### src/rtl/delay_unit_timer_pkg.sv
// Shared definitions for the delay unit timer: FSM state type, default
// parameter values and the unit-counter width helper.
package delay_unit_timer_pkg;

    typedef enum logic [1:0] {
        IDLE  = 2'd0,
        LOAD  = 2'd1,
        COUNT = 2'd2,
        DONE  = 2'd3
    } state_t;

    localparam int unsigned DEFAULT_DELAY_W         = 4;
    localparam int unsigned DEFAULT_CYCLES_PER_UNIT = 1000;

    // Width of a counter that holds 0 .. n-1 (never narrower than one bit).
    function automatic int unsigned unit_width(input int unsigned n);
        return (n < 2) ? 1 : $clog2(n);
    endfunction

endpackage

### src/rtl/unit_down_counter.sv
// Mod-N down counter: load sets it to N-1, enable counts down and wraps
// from 0 back to N-1; zero flags the terminal value.
module unit_down_counter
    import delay_unit_timer_pkg::*;
#(
    parameter int unsigned N = DEFAULT_CYCLES_PER_UNIT,
    parameter int unsigned W = unit_width(N)
) (
    input  logic clk,
    input  logic reset,
    input  logic load,
    input  logic ena,
    output logic zero
);

    localparam logic [W-1:0] TOP = W'(N - 1);

    logic [W-1:0] unit_q;

    // Unit register: load has priority over the enabled down-count.
    always_ff @(posedge clk) begin
        if (reset) begin
            unit_q <= '0;
        end else if (load) begin
            unit_q <= TOP;
        end else if (ena) begin
            unit_q <= (unit_q == '0) ? TOP : unit_q - W'(1);
        end
    end

    // Terminal flag decoded from the register.
    always_comb begin
        zero = (unit_q == '0);
    end

endmodule

### src/rtl/delay_unit_timer.sv
// Captures a serial delay value while shift_ena is high, then counts
// (delay+1) units of CYCLES_PER_UNIT clocks and holds done until ack.
module delay_unit_timer
    import delay_unit_timer_pkg::*;
#(
    parameter int unsigned DELAY_W         = DEFAULT_DELAY_W,
    parameter int unsigned CYCLES_PER_UNIT = DEFAULT_CYCLES_PER_UNIT
) (
    input  logic               clk,
    input  logic               reset,
    input  logic               data,
    input  logic               shift_ena,
    input  logic               ack,
    output logic               counting,
    output logic [DELAY_W-1:0] count,
    output logic               done
);

    state_t             state;
    state_t             state_nx;
    logic [DELAY_W-1:0] delay_q;
    logic [DELAY_W-1:0] delay_nx;
    logic [DELAY_W-1:0] shifted;
    logic               unit_zero;
    logic               unit_load;
    logic               unit_ena;

    // Delay register shifted left by one with data entering at the LSB.
    generate
        if (DELAY_W == 1) begin : g_shift_one
            always_comb begin
                shifted = data;
            end
        end else begin : g_shift_many
            always_comb begin
                shifted = {delay_q[DELAY_W-2:0], data};
            end
        end
    endgenerate

    unit_down_counter #(
        .N (CYCLES_PER_UNIT)
    ) u_unit (
        .clk   (clk),
        .reset (reset),
        .load  (unit_load),
        .ena   (unit_ena),
        .zero  (unit_zero)
    );

    // State and delay registers.
    always_ff @(posedge clk) begin
        if (reset) begin
            state   <= IDLE;
            delay_q <= '0;
        end else begin
            state   <= state_nx;
            delay_q <= delay_nx;
        end
    end

    // Next-state, delay update and unit counter control.
    // The unit counter wraps to N-1 on its own, so a unit boundary with
    // delay left only needs the enable plus a delay decrement here.
    always_comb begin
        state_nx  = state;
        delay_nx  = delay_q;
        unit_load = 1'b0;
        unit_ena  = 1'b0;
        case (state)
            IDLE: begin
                if (shift_ena) begin
                    delay_nx = shifted;
                    state_nx = LOAD;
                end
            end
            LOAD: begin
                if (shift_ena) begin
                    delay_nx = shifted;
                end else begin
                    state_nx  = COUNT;
                    unit_load = 1'b1;
                end
            end
            COUNT: begin
                if (!unit_zero) begin
                    unit_ena = 1'b1;
                end else if (delay_q != '0) begin
                    unit_ena = 1'b1;
                    delay_nx = delay_q - DELAY_W'(1);
                end else begin
                    state_nx = DONE;
                end
            end
            DONE: begin
                if (ack) begin
                    state_nx = IDLE;
                end
            end
            default: begin
                state_nx = IDLE;
            end
        endcase
    end

    // Moore outputs decoded from registers only.
    always_comb begin
        counting = (state == COUNT);
        done     = (state == DONE);
        count    = delay_q;
    end

endmodule

### config.mk
export PLATFORM = sky130hd
export DESIGN_NAME = delay_unit_timer
export DESIGN_NICKNAME = d
export VERILOG_FILES = /design/src/rtl/delay_unit_timer_pkg.sv /design/src/rtl/unit_down_counter.sv /design/src/rtl/delay_unit_timer.sv
export SDC_FILE = /design/constraint.sdc
export NUM_CORES = 1
export LEC_CHECK = 0
export ABC_CLOCK_PERIOD_IN_PS = 2600
export BUFFER_PORTS_ARGS = -buffer_cell sky130_fd_sc_hd__buf_2
export CAP_MARGIN = 10
export CORE_MARGIN = 2
export CORE_UTILIZATION = 56
export CTS_CLUSTER_SIZE = 40
export DETAILED_ROUTE_END_ITERATION = 6
export PLACE_DENSITY = 0.88
export SYNTH_ARGS = -nofsm -noshare
export SYNTH_HDL_FRONTEND = slang
export SYNTH_HIERARCHICAL = 1
export SYNTH_SLANG_ARGS = --single-unit
### constraint.sdc
create_clock -name clk -period 2.6 [get_ports clk]
set_clock_uncertainty 0.15 [all_clocks]
set_input_delay 0 -clock clk [delete_from_list [all_inputs] [get_ports clk]]
set_output_delay 0 -clock clk [all_outputs]
set_load 0.01 [all_outputs]
==> results of run 1 <==
[cell usage after synthesis (2+ instances only)]
library cell	instances
ha_1	7
nor2_1	11
dfxtp_1	16
a21oi_1	13
xor2_1	3
clkbuf_1	3
mux2i_1	4
nand2b_1	3
o21ai_0	2
o31ai_1	2
inv_1	9
nand2_1	5
o21ai_1	2
xnor2_1	4
a211oi_1	2
[metal layers]
| metal | track usage (%) | part of all wire [%] | routed length, um | vias up |
|---|---|---|---|---|
| li1 | - | - | - | 414 |
| met1 | 22.9 | 41 | 840 | 383 |
| met2 | 40.0 | 53 | 1080 | 21 |
| met3 | 7.54 | 4.5 | 91 | 2 |
| met4 | 6.29 | 0.64 | 13 | 0 |
| met5 | 0 | 0 | 0 | - |
[layout by cell type (no fill, tap or decap), drive strengths merged, types with 2 or more instances in the layout]
master and count:
a211oi 2, a21oi 14, a221oi 2, buf 11
clkbuf 4, dfxtp 16, dlygate4sd3 2, ha 7
inv 9, mux2i 4, nand2 5, nand2b 3
nor2 11, nor2b 2, nor3b 2, o21ai 4
o31ai 2, xnor2 4, xor2 3
[worst reg2reg max path: cells and delay by family (launching register included)]
family / cells / cell delay [ns]
AOI/OAI and AO/OA: 3 / 0.49
buffers and inverters: 1 / 0.06
adders and majority gates: 1 / 0.16
DFF: 1 / 0.34
and+or+nand+nor: 4 / 1.11
[power by group through the flow]
stage | logic (mW) | registers [mW] | clock network [mW]
5_1_grt | 0.879 | 0.445 | 0.183
6_report | 0.792 | 0.435 | 0.168
2_1_floorplan | 0.613 | 0.425 | 0
4_1_cts | 0.767 | 0.430 | 0.172
3_5_place_dp | 0.762 | 0.435 | 0
3_3_place_gp | 0.731 | 0.429 | 0
[flip-flops by register name, summed over array words and instances, names as in the netlist]
name           cells
u_unit/unit_q     10
count              4
state              2
[area by class of cell]
| cell class | instances | area [sq um] |
|---|---|---|
| tap | 17 | 21.3 |
| sequential | 16 | 320 |
| multi-input combinational | 81 | 621 |
| inverter | 9 | 33.8 |
| fill | 123 | 561 |
| timing repair buffer | 13 | 77.6 |
| clock buffer | 4 | 36.3 |
[cell families (layout without fill, tap and decap cells)]
| logic type | count (synthesis) | in the layout | share of synthesized area, % |
|---|---|---|---|
| DFF | 16 | 16 | 32.9 |
| adders and majority gates | 7 | 7 | 9.00 |
| muxes | 4 | 4 | 4.11 |
| AOI/OAI and AO/OA | 29 | 29 | 20.7 |
| xor gates and xnor gates | 7 | 7 | 6.30 |
| buffers and inverters | 12 | 26 | 4.63 |
| and+or+nand+nor | 34 | 34 | 22.4 |
[through the flow]
step / hold slack (ns) / area, sq um
after floorplan: -0.0776 / 973
after global placement: 0.199 / 1040
after detailed placement: 0.205 / 1040
after CTS: 0.0272 / 1100
after global routing: 0.0698 / 1110
final: 0.0610 / 1110
[repair_timing]
item | in CTS | in global routing
setup endpoints to repair | 0 | 3
hold buffers | 2 | 0
gates resized for setup | 0 | 2
endpoints found under the hold margin | 13 | 0
[path summary, 6_finish.rpt]
| check | start | end |
|---|---|---|
| hold / removal | shift_ena | state[0] |
| hold reg to reg | u_unit/unit_q[4] | u_unit/unit_q[4] |
| setup / recovery | u_unit/unit_q[0] | u_unit/unit_q[9] |
| setup reg to reg | u_unit/unit_q[0] | u_unit/unit_q[9] |
==> flow_summary.yaml, run 1 <==
status:
  status: "finished clean"
placement:
  gp_congestion: 0.772
  place_inst: 134
  port_buffers: 10
  hpwl_mm: 1.43
  post-place-ws_ns: 0.248
pwr:
  combPwrFrac_pct: 56.8
  p_leak_nw: 0.457
  pwr-share-seq_pct: 31.2
  clockPowerShare_pct: 12.0
  p_switching_uw: 612
  p_total_mw: 1.39
  ir_drop_uv: 683
  powerDensity_nw_per_um2: 1260
  swShare_pct: 43.9
  cell_internal_pwr_uw: 783
clocking:
  cts_setup_buffers: 0
  cts_sinks: 16
  insertion_delay_ns: 0.29
  cts_root_buf: "clkbuf_4"
  cts_made_buffers: 3
  clk_pin_slew_ns: 0.10
  htreeDepth: 1
  cts_tree: "done"
  cts_buffer_depth: 2
min_path:
  hold_class: "input port to register"
  hold_depth: 5
route:
  viasPerCell: 5.86
  avgRoutedWirePerCell_um: 14.5
  drc: 0
  first_iter_violations: 23
  drt_wl_total_mm: 2.03
  dr.pass1.iters: 4
  final_antenna_net_count: 0
  vias: 820
global_route:
  gr-total-overflow: 0
  grt_max_degree: 16
  groute.usage.overall_pct: 21.7
  grt_pass1_wl_mm: 3.18
  grt_pass1_vias: 746
  antenna_found_initial: 0
synthesis:
  yosysSeqAreaShare_pct: 32.9
  synth.distinct_cells: 38
  mappedNetlistArea_sq_um: 973
  ys_ff_latch: 16
  netlist_top_cells_area: "dfxtp_1, ha_1, a21oi_1, nor2_1, mux2i_1"
  synth-main-ff-cell: "dfxtp_1"
  post_synth.cell_area_avg_sq_um: 8.93
  async_flop_share_pct: 0
  synth_largest_area_cell: "dfxtp_1"
  yosys_warnings: 6
  synth_nets: 121
  synth.top_cell.area_share_pct: 32.9
  synth_edf_count: 0
  synthCells: 109
sta:
  fin_setup_tns_ns: 0
  tightest_slew_ns: 0.420
  max_slew_margin_pct: 71.8
  clock.fmax_ghz: 0.420
  setup_viol: 0
  grt_setup_unrepaired: "no"
  period_minus_slack_ns: 2.38
  final_max_slew_viol_count: 0
  fin_crit_sh_pct: 91.7
  hold_viol: 0
  finalWorstSetupSlack_ns: 0.216
critical_path:
  required_ns: 2.68
  crit_path_top_delay_cell: "dfxtp_1"
  cp_cell_sequence: "inv_1 -> ha_1 -> nor4b_4 -> and3_1 -> a21oi_1 -> nor2_1 -> and3b_1 -> a41o_1 -> a31oi_1"
  worstPathMaxFanout: 6
  worst_ep_arrival_time_ns: 2.46
  cp_top_family: "simple AND/OR/NAND/NOR gates"
  worst-setup-path-type: "register to register"
  crit_path_end_kind: "register"
  path_buf_inv: 1
  max_stage_delay_ns: 0.34
  r2r_cells: 9
  regToRegSetupSlack_ns: 0.22
  critPathLaunchType: "register"
  cp.depth: 9
final_layout:
  drive_gt1_share_pct: 20.3
  area_growth_pct: 14.0
  layout.nets: 136
  instances_no_fill: 140
  diodes: 0
  fin_util_pct: 66.4
floorplan:
  start_util_pct: 58.3
  die_h_um: 45.7
  std_cell_rows: 15
  dieArea_sq_um: 2090
  core-area_sq_um: 1670
  io_pins: 11
  die_x_um: 45.7
run:
  maxCapViolations: 0
Power figures use the tool's default switching activity.
==> run 2: changes to the inputs <==
--- a/config.mk
+++ b/config.mk
@@ -9,10 +9,10 @@
 export BUFFER_PORTS_ARGS = -buffer_cell sky130_fd_sc_hd__buf_2
 export CAP_MARGIN = 10
 export CORE_MARGIN = 2
-export CORE_UTILIZATION = 56
+export CORE_UTILIZATION = 50
 export CTS_CLUSTER_SIZE = 40
 export DETAILED_ROUTE_END_ITERATION = 6
-export PLACE_DENSITY = 0.88
+export PLACE_DENSITY = 0.73
 export SYNTH_ARGS = -nofsm -noshare
 export SYNTH_HDL_FRONTEND = slang
 export SYNTH_HIERARCHICAL = 1
==> run 2 against run 1 <==
Via count is the same. Maximum frequency grew 1.9%. Hold slack gained 0.0057 ns. Routed wire length shrank 8.5%. Die area grew 11%. Setup slack gained 0.046 ns. Non-clock buffer count is the same. Core utilization shrank 4.1 points. First-iteration DRC count shrank 30%. Final cell count grew 5.7%. Clock power is essentially flat. Critical path type unchanged. Critical endpoint unchanged. Largest power group unchanged. Highest routed layer unchanged.
==> flow_summary.yaml, run 2 (synthesis results as in run 1) <==
floorplan:
  start_util_pct: 54.6
  die_h_um: 48.1
  io_pins: 11
  core-area_sq_um: 1780
  std_cell_rows: 15
  dieArea_sq_um: 2320
  die_x_um: 48.1
critical_path:
  startpoint: "u_unit/unit_q[0]"
  required_ns: 2.68
  crit_path_top_delay_cell: "dfxtp_1"
  worst_ep_arrival_time_ns: 2.42
  r2r_cells: 9
  max_stage_delay_ns: 0.36
  crit_path_end_kind: "register"
  critPathLaunchType: "register"
  regToRegStartpoint: "u_unit/unit_q[0]"
  worst-setup-path-type: "register to register"
  worstPathMaxFanout: 6
  cp_cell_sequence: "inv_1 -> ha_1 -> nor4b_4 -> and3_1 -> a21oi_1 -> nor2_1 -> and3b_1 -> a41o_1 -> a31oi_1"
sta:
  period_minus_slack_ns: 2.34
  final_max_slew_viol_count: 0
  finalWorstSetupSlack_ns: 0.262
  tightest_slew_ns: 0.393
  max_slew_margin_pct: 73.5
  clock.fmax_ghz: 0.428
  hold_viol: 0
  grt_setup_unrepaired: "no"
  setup_viol: 0
  fin_crit_sh_pct: 89.9
  fin_setup_tns_ns: 0
run:
  maxCapViolations: 0
global_route:
  groute.usage.overall_pct: 19.6
  gr-total-overflow: 0
  grt_pass1_vias: 707
  grt_pass1_wl_mm: 3.10
  grt_max_degree: 16
  antenna_found_initial: 0
placement:
  place_inst: 142
  gp_congestion: 0.834
  hpwl_mm: 1.31
  dpl_cell_area_sq_um: 1050
  port_buffers: 10
  post-place-ws_ns: 0.188
min_path:
  hold_depth: 4
  hold_class: "input port to register"
  worstHoldStart: "shift_ena"
clocking:
  htreeDepth: 1
  cts_setup_buffers: 0
  cts_tree: "done"
  clk_pin_slew_ns: 0.10
  insertion_delay_ns: 0.29
  cts_root_buf: "clkbuf_4"
  cts_buffer_depth: 2
  cts_sinks: 16
  cts_made_buffers: 3
pwr:
  p_leak_nw: 0.457
  p_total_mw: 1.37
  powerDensity_nw_per_um2: 1240
  ir_drop_uv: 727
route:
  dr.pass1.iters: 5
  viasPerCell: 5.54
  drc: 0
  avgRoutedWirePerCell_um: 12.5
  vias: 820
  drt_wl_total_mm: 1.86
  final_antenna_net_count: 0
  first_iter_violations: 16
final_layout:
  layout.nets: 136
  design_area_sq_um: 1110
  final_cell_mix: "dfxtp_1, a21oi_1, nor2_1"
  diodes: 0
  fill_cells: 167
  top_register: "u_unit/unit_q"
  largest_reg_flops: 10
  layout_commonest_cell: "dfxtp_1"
  instances_no_fill: 148
  drive_gt1_share_pct: 19.5
  area_growth_pct: 14.3
status:
  status: "finished clean"
## run 2: timing repair
action,4_1_cts,5_1_grt
hold buffers,2,0
setup endpoints to repair,0,3
gates resized for setup,0,1
endpoints found under the hold margin,13,0
## run 2: final cells by class
class	instances	area, sq um	area share (%)
multi-input combinational	81	613	55.1
sequential	16	320	28.8
tap	25	31.3	2.81
timing repair buffer	13	77.6	6.97
inverter	9	33.8	3.04
clock buffer	4	36.3	3.26
## run 2: worst paths after layout
kind | end | slack (ns)
setup reg to reg | u_unit/unit_q[9] | 0.26
setup / recovery | u_unit/unit_q[9] | 0.26
hold / removal | u_unit/unit_q[2] | 0.07
hold reg to reg | u_unit/unit_q[9] | 0.37
## run 2: layer usage
layer / track usage, % / vias up / share of wire (%)
met5: 0 / - / 0
met4: 5.41 / 0 / 0.70
met3: 7.04 / 2 / 4.5
met2: 28.8 / 23 / 46
met1: 27.3 / 377 / 49
li1: - / 418 / -
## run 2: critical path: cells and delay by family, from the launching register on
kind                       cells  cell delay [ns]
AOI/OAI and AO/OA              3             0.47
DFF                            1             0.36
and+or+nand+nor                4             1.07
buffers and inverters          1             0.07
adders and majority gates      1             0.16
## run 2: power by group
group | leakage, nW | internal, mW | switching [mW]
Sequential | 0.131 | 0.334 | 0.0964
Clock | 0.0210 | 0.0854 | 0.0851
Combinational | 0.305 | 0.361 | 0.412
## run 2: through the flow
step / utilization, % / hold WS [ns]
6_report: 62.4 / 0.0668
5_1_grt: 62.4 / 0.0766
4_1_cts: 62.1 / 0.0425
3_5_place_dp: 58.9 / 0.214
3_3_place_gp: 58.9 / 0.199
2_1_floorplan: - / -0.0776
